### src/rtl/seg_scan_driver.sv
// seg_scan_driver: time-multiplexed 7-segment scanner with shadowed data, blink and leading-zero blanking.
// Optional feature macro: SEG_HEX_EN (decode nibbles A-F as hex glyphs; otherwise they are blank).
// Ports:
//    clk        - clock, all logic on rising edge
//    rst        - synchronous active-high reset
//    digits     - 4*NUM_DIGITS nibbles, digit i at [4i+3:4i], captured on load
//    dp_in      - per-digit decimal point request, captured on load
//    load       - one-cycle strobe capturing digits/dp_in into shadow registers
//    blink_mask - live per-digit blink enable
//    blank_lz   - live leading-zero blanking enable
//    seg        - active-low segments {g,f,e,d,c,b,a}, registered
//    dp         - active-low decimal point, registered
//    an         - active-low digit enables, one-hot-low or all-high, registered
module seg_scan_driver #(
   parameter int NUM_DIGITS   = 4,
   parameter int CLK_DIV      = 200000,
   parameter int BLINK_FRAMES = 125
) (
   input  logic                    clk,
   input  logic                    rst,
   input  logic [4*NUM_DIGITS-1:0] digits,
   input  logic [NUM_DIGITS-1:0]   dp_in,
   input  logic                    load,
   input  logic [NUM_DIGITS-1:0]   blink_mask,
   input  logic                    blank_lz,
   output logic [6:0]              seg,
   output logic                    dp,
   output logic [NUM_DIGITS-1:0]   an
);
   localparam int CW = $clog2(CLK_DIV);
   localparam int IW = $clog2(NUM_DIGITS);
   localparam int FW = $clog2(BLINK_FRAMES + 1);
   logic [CW-1:0]           cnt;
   logic [IW-1:0]           idx;
   logic [FW-1:0]           frm;
   logic                    phase;
   logic [4*NUM_DIGITS-1:0] sh_dig;
   logic [NUM_DIGITS-1:0]   sh_dp;
   logic                    tick;
   logic                    frame_end;
   logic [NUM_DIGITS-1:0]   lz;
   logic                    zr;
   logic [3:0]              nib;
   logic                    blank;

   function automatic logic [6:0] dec(input logic [3:0] n);
      case (n)
         4'h0:    dec = 7'b1000000;
         4'h1:    dec = 7'b1111001;
         4'h2:    dec = 7'b0100100;
         4'h3:    dec = 7'b0110000;
         4'h4:    dec = 7'b0011001;
         4'h5:    dec = 7'b0010010;
         4'h6:    dec = 7'b0000010;
         4'h7:    dec = 7'b1111000;
         4'h8:    dec = 7'b0000000;
         4'h9:    dec = 7'b0011000;
`ifdef SEG_HEX_EN
         4'hA:    dec = 7'b0001000;
         4'hB:    dec = 7'b0000011;
         4'hC:    dec = 7'b1000110;
         4'hD:    dec = 7'b0100001;
         4'hE:    dec = 7'b0000110;
         default: dec = 7'b0001110;
`else
         default: dec = 7'b1111111;
`endif
      endcase
   endfunction

   assign tick      = cnt == CW'(CLK_DIV - 1);
   assign frame_end = tick && idx == IW'(NUM_DIGITS - 1);
   assign nib       = sh_dig[{idx, 2'b00} +: 4];
   assign blank     = (blank_lz & lz[idx]) | (phase & blink_mask[idx]);

   // lz[i]: digit i and every digit above it are zero; digit 0 is exempt
   always_comb begin
      zr = 1'b1;
      lz = '0;
      for (int i = NUM_DIGITS - 1; i >= 0; i--) begin
         zr    = zr & (sh_dig[4*i +: 4] == 4'd0);
         lz[i] = zr & (i > 0);
      end
   end

   always_ff @(posedge clk) begin
      if (rst) begin
         cnt    <= '0;
         idx    <= '0;
         frm    <= '0;
         phase  <= 1'b0;
         sh_dig <= '0;
         sh_dp  <= '0;
         seg    <= '1;
         dp     <= 1'b1;
         an     <= '1;
      end else begin
         cnt <= tick ? '0 : cnt + 1'b1;
         if (load) begin
            sh_dig <= digits;
            sh_dp  <= dp_in;
         end
         // outputs sample the pre-advance index and the pre-load shadow
         if (tick) begin
            idx <= (idx == IW'(NUM_DIGITS - 1)) ? '0 : idx + 1'b1;
            seg <= blank ? '1 : dec(nib);
            dp  <= blank | ~sh_dp[idx];
            an  <= blank ? '1 : ~(NUM_DIGITS'(1) << idx);
         end
         if (frame_end) begin
            frm   <= (frm == FW'(BLINK_FRAMES - 1)) ? '0 : frm + 1'b1;
            phase <= (frm == FW'(BLINK_FRAMES - 1)) ? ~phase : phase;
         end
      end
   end
endmodule
### config.mk
export PLATFORM = sky130hd
export DESIGN_NAME = seg_scan_driver
export DESIGN_NICKNAME = d
export VERILOG_FILES = /design/src/rtl/seg_scan_driver.sv
export SDC_FILE = /design/constraint.sdc
export NUM_CORES = 1
export LEC_CHECK = 0
export ABC_AREA = 1
export BUFFER_PORTS_ARGS = -buffer_cell sky130_fd_sc_hd__buf_2
export CAP_MARGIN = 25
export CORE_AREA = 2 2 88 90
export DETAILED_ROUTE_END_ITERATION = 8
export DIE_AREA = 0 0 90 92
export GPL_TIMING_DRIVEN = 0
export PLACE_DENSITY_LB_ADDON = 0.05
export SYNTH_ARGS = -nofsm -noshare
export SYNTH_HDL_FRONTEND = slang
export SYNTH_SLANG_ARGS = --single-unit
### constraint.sdc
create_clock -name clk -period 2.4 [get_ports clk]
set_input_delay 0.36 -clock clk [delete_from_list [all_inputs] [get_ports clk]]
set_output_delay 0.36 -clock clk [all_outputs]
set_load 0.005 [all_outputs]
==> qor.txt <==
Worst-path clk slew -> 0.07 ns
drt drc -> 0
layout cells sized above 1 -> 20.3%
Worst Path Buf+Inv -> 4
initial core utilization -> 41.7%
detailed router's first-iteration violation count -> 128
hold_buf cts -> 0
area of the core -> 7450 µm²
Synth warnings -> 0
crit-path cells -> inv_2, buf_6, nand2_1, nand3_1, nand2_1, inv_1, ha_1, or2_1, nand3_1, nand3_1, nand2_1, inv_1
CTS tree -> built
CP max stage cell -> dfxtp_1
sequential-to-total area share from yosys stat -> 38.6%
WHS -> 0.233 ns
final wirelength -> 6880 µm
#FFs+latches synth -> 60
post-synthesis net count -> 479
FILL cells -> 800
number of global-route vias before repair -> 2717
clk_lat worst skew -> 0.34 ns
TNS Setup -> 0 ns
reg2reg setup slack -> 0.33 ns
DRT Pass-1 Iters -> 4
# nets final -> 528
number of I/O port buffers -> 38
Final Hold Viols -> 0
Top delay family on crit path -> simple AND/OR/NAND/NOR gates
classification of the worst setup path -> reg2reg
GP Congestion -> 0.782
initial antenna violation count -> 0
Clock Path Buffers -> 2
HP Class -> in2reg
# diodes -> 0
Die Ht -> 92 µm
CTS root buffer -> clkbuf_8
vias per cell -> 4.69
Synth Instances -> 439
fin crit period -> 2.07 ns
PwrDens -> 577 nW/µm²
clock skew -> 0.00610 ns
die extent in x -> 90 µm
I/O pin count -> 40
Synth Area per Inst -> 7.08 µm²
Max FO, Critical Path -> 11
Congestion Overflow GR -> 0
commonest non-fill, non-tap cell in the layout -> nand2_1
Vias -> 2789
Worst Setup End Kind -> flip-flop
Slew Viols, Final -> 0
most frequent cells in the layout -> nand2_1, nor2_1, dfxtp_1
buffers inserted by post-CTS timing repair -> 0
cell area after synthesis -> 3110 µm²
CTS Sinks -> 60
Max Cap Viol -> 0
CTS H-Tree Depth -> 3
Max Freq -> 482 MHz
period utilization -> 86.4%
HPWL Detailed -> 5160 µm
Setup Viol. Count Final -> 0
Detail Route Antenna Nets -> 0
CTS resizes -> 0
LEAKAGE -> 1.53 nW
Max IR drop VDD -> 0.237 mV
Pwr Total -> 2.09 mW
CTS Buf Count -> 9
Site Rows -> 32
first-pass GRT wire length -> 12100 µm
RSZ-0062 raised after global routing -> false
Wirelength per Cell -> 11.6 µm
pin count of the biggest net entering global routing -> 12
Worst setup SP type -> flip-flop
Worst EP required -> 2.65 ns
Critical Path AT -> 2.32 ns
die area -> 8280 µm²
library cells used by synthesis -> 36
area growth from synthesis to final layout -> 16.4%
status -> completed
Largest stage delay, worst path -> 0.48 ns
Worst slew margin -> 66.6%
Worst-Margin Slew -> 0.497 ns
Total GRT Usage -> 18.1%
## stage by stage
step,instances,setup WS [ns],area [µm²],util (%)
floorplan,439,0.717,3110,-
global placement,579,0.356,3430,46.0
detailed placement,579,0.329,3430,46.0
CTS,595,0.322,3620,48.6
global route,595,0.126,3620,48.6
finish,595,0.327,3620,48.6
## cell usage after synthesis
cell	number	area share, %
buf_6	2	0.72
and3_1	1	0.20
inv_2	6	0.72
xnor2_1	3	0.85
buf_2	1	0.16
a21oi_2	2	0.56
buf_4	1	0.24
nor3_1	3	0.48
nor2_1	70	8.5
clkinv_2	1	0.16
nor3_4	1	0.52
ha_1	12	4.8
or2_1	3	0.60
o21ai_1	2	0.32
nand3_2	3	0.97
nand3_4	2	1.1
o21ai_0	30	4.8
nand3_1	30	4.8
or2_2	8	1.6
clkbuf_2	1	0.16
nand2_1	95	11
xor2_1	3	0.85
nand2_4	1	0.36
nor2_4	4	1.4
nand4_1	3	0.60
buf_8	1	0.48
nand4_4	1	0.68
o22ai_1	1	0.20
nand2_2	6	1.2
clkinv_1	2	0.24
o21bai_1	1	0.24
inv_1	38	4.6
nor2_2	5	1.0
dfxtp_1	60	39
a21oi_1	31	5.0
clkbuf_1	5	0.60
## power by group
group / switching [mW] / internal [mW] / leakage, nW
clock: 0.424 / 0.473 / 0.0910
combinational: 0.0901 / 0.0613 / 0.953
sequential: 0.0156 / 1.02 / 0.490
## flip-flops by register name (all words and copies together), names as in the netlist
register and count:
sh_dp 4, an 4, cnt 18, sh_dig 16, dp 1, frm 7
seg 7, phase 1, idx 2
## cell families after synthesis
group,count (synthesis),share of synthesized area [%]
AOI/OAI and AO/OA,67,11.2
and+or+nand+nor,236,35.6
xor gates and xnor gates,6,1.69
buffers and inverters,58,8.09
adders and majority gates,12,4.83
DFF,60,38.6
## routing by layer
metal	up-vias	track usage, %	share of wire (%)
met5	-	0	0
met4	0	9.10	2.6
met3	16	3.37	3.3
met2	47	30.7	47
met1	1222	22.0	47
li1	1504	-	-
## final cells by class
type	instances	area, µm²	area share, %
plain buffers	11	73.8	2.04
multi-input cells	321	1660	45.8
well taps	102	128	3.53
clock buffers	9	124	3.42
inverters	47	178	4.91
repair buffers	38	190	5.26
flip-flops and latches	60	1200	33.2
clock inverters	7	67.6	1.87
## tightest hold or removal path, stage by stage
cell	delay, ns
buf_2	0.07
nor2_1	0.03
nor2_1	0.08
## worst paths after layout
kind	start	to	cells after the start
hold reg to reg	cnt[0]$_SDFF_PP0_	cnt[0]$_SDFF_PP0_	1
setup reg to reg	idx[0]$_SDFFE_PP0N_	seg[5]$_SDFFE_PP1N_	12
hold / removal	digits[0]	sh_dig[0]$_SDFFE_PP0P_	3
setup / recovery	idx[0]$_SDFFE_PP0N_	seg[5]$_SDFFE_PP1N_	12
(Power assumes the default switching activity.)
